===== src/rtl/pc_gen_pkg.sv =====
// pc_gen_pkg: shared MIPS control-flow decode constants and PC generator defaults.
package pc_gen_pkg;

  // Primary opcodes (ir[31:26])
  localparam logic [5:0] OP_SPECIAL = 6'b000000;
  localparam logic [5:0] OP_REGIMM  = 6'b000001;
  localparam logic [5:0] OP_J       = 6'b000010;
  localparam logic [5:0] OP_JAL     = 6'b000011;
  localparam logic [5:0] OP_BEQ     = 6'b000100;
  localparam logic [5:0] OP_BNE     = 6'b000101;
  localparam logic [5:0] OP_BLEZ    = 6'b000110;
  localparam logic [5:0] OP_BGTZ    = 6'b000111;

  // SPECIAL function codes (ir[5:0])
  localparam logic [5:0] FN_JR      = 6'b001000;
  localparam logic [5:0] FN_JALR    = 6'b001001;

  // REGIMM rt-field selectors (ir[20:16])
  localparam logic [4:0] RT_BLTZ    = 5'b00000;
  localparam logic [4:0] RT_BGEZ    = 5'b00001;

  // Default reset PC and exception vector
  localparam logic [31:0] DEF_RESET_PC = 32'h0000_3000;
  localparam logic [31:0] DEF_EXC_VEC  = 32'h0000_4180;

  // Next-PC source selection
  typedef enum logic [1:0] {
    PC_SEQ    = 2'd0,
    PC_BRANCH = 2'd1,
    PC_JUMP   = 2'd2,
    PC_JREG   = 2'd3
  } pc_src_e;

  // Sign-extended, word-scaled branch displacement
  function automatic logic [31:0] branch_disp(input logic [15:0] imm);
    return {{14{imm[15]}}, imm, 2'b00};
  endfunction

endpackage


===== src/rtl/pc_gen_branch_cmp.sv =====
// branch_cmp: purely combinational condition evaluation for D-stage conditional branches.
// Jumps are not handled here; taken is 0 for any non-branch opcode.
module branch_cmp
  import pc_gen_pkg::*;
(
  input  logic [5:0]  op,
  input  logic [4:0]  rt_fld,
  input  logic [31:0] rs_d,
  input  logic [31:0] rt_d,
  output logic        taken
);

  logic rs_zero;
  logic rs_neg;

  assign rs_zero = (rs_d == '0);
  assign rs_neg  = rs_d[31];

  // Evaluate the branch condition selected by opcode (and rt field for REGIMM)
  always_comb begin
    taken = 1'b0;
    unique case (op)
      OP_BEQ:  taken = (rs_d == rt_d);
      OP_BNE:  taken = (rs_d != rt_d);
      OP_BLEZ: taken = rs_neg | rs_zero;
      OP_BGTZ: taken = ~rs_neg & ~rs_zero;
      OP_REGIMM: begin
        if (rt_fld == RT_BLTZ)      taken = rs_neg;
        else if (rt_fld == RT_BGEZ) taken = ~rs_neg;
        else                        taken = 1'b0;
      end
      default: taken = 1'b0;
    endcase
  end

endmodule


===== src/rtl/pc_gen.sv =====
// pc_gen: fetch-stage PC generator. Owns the PC register, decodes D-stage
// control flow, counts accepted redirects (saturating) and optionally
// provides an exception/eret path (define PC_EXC_EN).
module pc_gen
  import pc_gen_pkg::*;
#(
  parameter logic [31:0] RESET_PC   = DEF_RESET_PC,
  parameter int unsigned DELAY_SLOT = 1,
  parameter int unsigned CNT_W      = 16,
  parameter logic [31:0] EXC_VEC    = DEF_EXC_VEC
) (
  input  logic             clk,
  input  logic             reset,
  input  logic             stall,
  input  logic [31:0]      ir_d,
  input  logic [31:0]      pc4_d,
  input  logic [31:0]      rs_d,
  input  logic [31:0]      rt_d,
  output logic [31:0]      pc_f,
  output logic [31:0]      pc4_f,
  output logic             redirect,
  output logic             kill_f,
  output logic [CNT_W-1:0] redirect_cnt
`ifdef PC_EXC_EN
  ,
  input  logic             exc_req,
  input  logic [31:0]      exc_pc,
  input  logic             eret,
  output logic [31:0]      epc
`endif
);

  logic [5:0]  op;
  logic [4:0]  rt_fld;
  logic [5:0]  func;
  logic        br_taken;
  logic        is_jump;
  logic        is_jreg;
  pc_src_e     pc_src;
  logic [31:0] pc_d;
  logic [31:0] target;
  logic [31:0] npc;
  logic        exc_take;
  logic        eret_take;
  logic        accept;

  assign op     = ir_d[31:26];
  assign rt_fld = ir_d[20:16];
  assign func   = ir_d[5:0];
  assign pc_d   = pc4_d - 32'd4;

  branch_cmp u_branch_cmp (
    .op     (op),
    .rt_fld (rt_fld),
    .rs_d   (rs_d),
    .rt_d   (rt_d),
    .taken  (br_taken)
  );

  assign is_jump = (op == OP_J) || (op == OP_JAL);
  assign is_jreg = (op == OP_SPECIAL) && ((func == FN_JR) || (func == FN_JALR));

  // Pick the next-PC source for the D-stage instruction
  always_comb begin
    pc_src = PC_SEQ;
    if (is_jreg)       pc_src = PC_JREG;
    else if (is_jump)  pc_src = PC_JUMP;
    else if (br_taken) pc_src = PC_BRANCH;
  end

  // Form the redirect target; jump region comes from the D instr's own PC
  always_comb begin
    target = pc4_f;
    unique case (pc_src)
      PC_BRANCH: target = pc4_d + branch_disp(ir_d[15:0]);
      PC_JUMP:   target = {pc_d[31:28], ir_d[25:0], 2'b00};
      PC_JREG:   target = rs_d;
      default:   target = pc4_f;
    endcase
  end

  assign redirect = (pc_src != PC_SEQ);
  assign pc4_f    = pc_f + 32'd4;
  assign npc      = redirect ? target : pc4_f;

`ifdef PC_EXC_EN
  logic [31:0] epc_q;

  assign exc_take  = exc_req;
  assign eret_take = eret & ~exc_req;
  assign epc       = epc_q;

  // Exception PC capture; exc_req always wins over eret
  always_ff @(posedge clk) begin
    if (!reset)       epc_q <= '0;
    else if (exc_req) epc_q <= exc_pc;
  end
`else
  localparam logic [31:0] unused_exc_vec = EXC_VEC;

  assign exc_take  = 1'b0;
  assign eret_take = 1'b0;
`endif

  // A redirect only takes effect when nothing higher-priority steers the PC
  assign accept = redirect & ~stall & ~exc_take & ~eret_take;
  assign kill_f = (DELAY_SLOT == 0) ? accept : 1'b0;

  // PC register: reset > exception > eret > stall hold > next PC
  always_ff @(posedge clk) begin
    if (!reset)         pc_f <= RESET_PC;
`ifdef PC_EXC_EN
    else if (exc_take)  pc_f <= EXC_VEC;
    else if (eret_take) pc_f <= epc_q;
`endif
    else if (!stall)    pc_f <= npc;
  end

  // Saturating count of accepted redirects
  always_ff @(posedge clk) begin
    if (!reset)
      redirect_cnt <= '0;
    else if (accept && (redirect_cnt != '1))
      redirect_cnt <= redirect_cnt + 1'b1;
  end

endmodule


===== config.mk =====
export PLATFORM = sky130hd
export DESIGN_NAME = pc_gen
export DESIGN_NICKNAME = d
export VERILOG_FILES = /design/src/rtl/pc_gen_pkg.sv /design/src/rtl/pc_gen_branch_cmp.sv /design/src/rtl/pc_gen.sv
export SDC_FILE = /design/constraint.sdc
export NUM_CORES = 1
export LEC_CHECK = 0
export ABC_AREA = 1
export ABC_CLOCK_PERIOD_IN_PS = 2300
export CAP_MARGIN = 20
export CORE_MARGIN = 1.5
export CORE_UTILIZATION = 40
export DETAILED_ROUTE_END_ITERATION = 16
export GPL_ROUTABILITY_DRIVEN = 0
export HOLD_SLACK_MARGIN = 0.03
export PLACE_DENSITY = 0.72
export SLEW_MARGIN = 20
export SYNTH_ARGS = -nofsm -noshare
export SYNTH_HDL_FRONTEND = slang
export SYNTH_HIERARCHICAL = 1
export SYNTH_SLANG_ARGS = --single-unit

===== constraint.sdc =====
create_clock -name clk -period 2.3 [get_ports clk]
set_input_delay 0.46 -clock clk [delete_from_list [all_inputs] [get_ports clk]]
set_output_delay 0.46 -clock clk [all_outputs]
set_load 0.01 [all_outputs]

==> out/qor.yml <==
outcome: "finished, violations left"
failed_checks: "negative setup slack"
setup_viol_count_final: 20
design_area_um2: 11300
period_share_pct: 106
drt_iter0_drc: 906
area_delta_synth_final_pct: 81.2
hold_viol_final: 0
r2r-start: "pc_f[13]$_SDFFE_PN1N_"
antenna_found_initial: 0
yosysSeqAreaShare_pct: 15.3
worstSetupPathType: "flop to output port"
worstPathRequired_ns: 1.84
firstDrtPassIters: 5
final_common_cell: "nand2_1"
worstHoldPathType: "input pin to flop"
avgSynthCellArea_um2: 5.71
routedWlPerCell_um: 16.4
ant_nets: 0
register_area_um2: 982
pwr-share-comb_pct: 52.3
first_global_vias: 8919
rows: 45
synth-edff-count: 0
nNetsFinal: 1720
coreArea_um2: 15300
finalWirelength_um: 29000
synth_cell_types: 52
filler_cell_count: 1194
grt_first_pass_wirelength_um: 42300
slew_headroom_pct: 53.6
die_area_um2: 16400
slew_viol_final: 0
rsz0062_at_grt: "true"
h-tree-depth: 2
startpoint: "pc_f[13]$_SDFFE_PN1N_"
min_period_ns: 2.44
worst_pin_slew_ns: 0.695
pwr-share-seq_pct: 25.7
cts_sinks: 48
ys_seq_elements: 48
viasPerCell: 5.37
fin_skew_ns: 0.00659
cts_buffers: 5
power.switching_mw: 1.30
syn-cell-area_um2: 6260
hpwl_um: 21700
initial_core_util_pct: 41.0
crit_arrival_ns: 1.98
cts-root-buf: "clkbuf_16"
grt_start_max_net_pins: 22
placedInstanceArea_um2: 10400
syn_inst: 1096
fin_ws_ns: -0.139
portBuffers: 211
grt_overflow: 0
p_sw_share_pct: 37.0
p_leak_nw: 5.54
worstHoldStart: "rs_d[11]"
clock.fmax_mhz: 410
p_clk_share_pct: 22.0
clkSlewWorstSetupHoldPaths_ns: 0.07
dominantRegCellSynth: "dfxtp_1"
internal-power_mw: 2.23
multiInputGateArea_um2: 5580
vias: 9503
die_h_um: 128
drive_above_1_share_pct: 35.2
tritoncts: "yes"
peakVddDrop_mv: 0.299
pin_count: 213
path_max_fanout: 3
end_kind: "output port"
insertion_delay_ns: 0.30
diodes: 0
cts.hold.buffers_added: 0
power.density_nw_per_um2: 311
drc: 0
yosysWarnings: 6
drv_cap: 0
async_flop_share_pct: 0
power.total_mw: 3.53
syn-num-nets: 1259
clock_path_buffers: 2
dieWidth_um: 128
worstSetupStartpointType: "flop"
final_cell_mix: "284 x nand2_1, 252 x buf_4, 127 x nor2_1"
gr-usage-all-layers_pct: 32.2
[cell families after synthesis]
group | Yosys count | share of synthesized area [%]
and+or+nand+nor | 619 | 43.0
AOI/OAI and AO/OA | 178 | 16.5
buffers and inverters | 159 | 10.1
xor gates and xnor gates | 59 | 8.49
DFF | 48 | 15.3
adders and majority gates | 32 | 6.51
other | 1 | 0.0599
[metrics by stage]
stage / TNS, ns / hold slack, ns / worst slack (ns) / utilization, % / instances
3_5_place_dp: -31.60 / 0.506 / -0.778 / 67.9 / 1734
2_1_floorplan: 0 / 0.512 / 0.146 / - / 1096
5_1_grt: -3.63 / 0.518 / -0.250 / 74.3 / 1769
4_1_cts: -0.0896 / 0.512 / -0.0527 / 71.6 / 1759
6_report: -1.17 / 0.491 / -0.139 / 74.3 / 1769
3_3_place_gp: -29.92 / 0.502 / -0.755 / 67.9 / 1734
[sequential cells by signal, indices dropped and copies added, names as in the netlist]
register      count
pc_f             32
redirect_cnt     16
[critical path, stage by stage, from the launching register on]
cell,delay [ns]
dfxtp_2,0.37
nand2_2,0.11
nor3_4,0.25
nand2_2,0.10
nor2_4,0.18
nand2_4,0.10
nor2_4,0.11
nand4_1,0.11
xor2_1,0.19
buf_2,0.16
[synthesized netlist by cell type (6+ instances only)]
library cell / n / area share, %
xor2_1: 25 / 3.5
nor3_1: 19 / 1.5
o21ai_1: 6 / 0.48
nor2_1: 148 / 8.9
nor4_1: 8 / 0.80
o21ai_0: 37 / 3.0
ha_1: 31 / 6.2
nand3_1: 71 / 5.7
nand4_1: 24 / 2.4
buf_2: 8 / 0.64
nand2_1: 307 / 18
clkbuf_1: 11 / 0.66
a31oi_1: 6 / 0.60
dfxtp_1: 48 / 15
a221oi_1: 13 / 1.8
xnor2_1: 32 / 4.5
a21oi_1: 88 / 7.0
or2_2: 7 / 0.70
inv_1: 132 / 7.9
nand3b_1: 6 / 0.72
[timing repair]
item | 4_1_cts | 5_1_grt
cloned | 1 | 0
endpoints found under the setup margin | 76 | 72
setup buffers | 17 | 11
pin swaps | 86 | 100
resized for setup | 286 | 251
[path summary, 6_finish.rpt]
check,endpoint,slack (ns),cells past startpoint
worst max-delay path,pc4_f[30],-0.14,9
worst min-delay path,pc_f[11]$_SDFFE_PN0N_,0.49,3
worst max register to register,pc_f[22]$_SDFFE_PN0N_,0.03,15
worst min register to register,redirect_cnt[11]$_SDFFE_PN0P_,0.53,2
[routing by layer]
layer  track usage, %  part of all wire, %  vias to the layer above  wire length, um
met5                0                    0                        -                0
met4             13.9                  5.3                        0             1530
met3             5.38                  9.0                      128             2600
met2             55.2                   46                      520            13400
met1             39.6                   40                     4342            11500
li1                 -                    -                     4513                -
[power by group through the flow]
stage | registers, mW | logic, mW | clock network [mW]
after floorplan | 0.942 | 0.653 | 0
after global placement | 0.918 | 1.63 | 0
after detailed placement | 0.918 | 1.65 | 0
after CTS | 0.904 | 1.68 | 0.769
after global routing | 0.910 | 1.98 | 0.816
final | 0.907 | 1.85 | 0.778
[layout make-up]
cell class,instances,share of cell area (%)
Sequential cell,48,8.66
Timing Repair Buffer,477,33.8
Clock buffer,6,1.22
Clock inverter,2,0.132
Multi-Input combinational cell,889,49.2
Tap cell,211,2.33
Inverter,136,4.67
No activity file was read; power rests on OpenSTA's default activity.
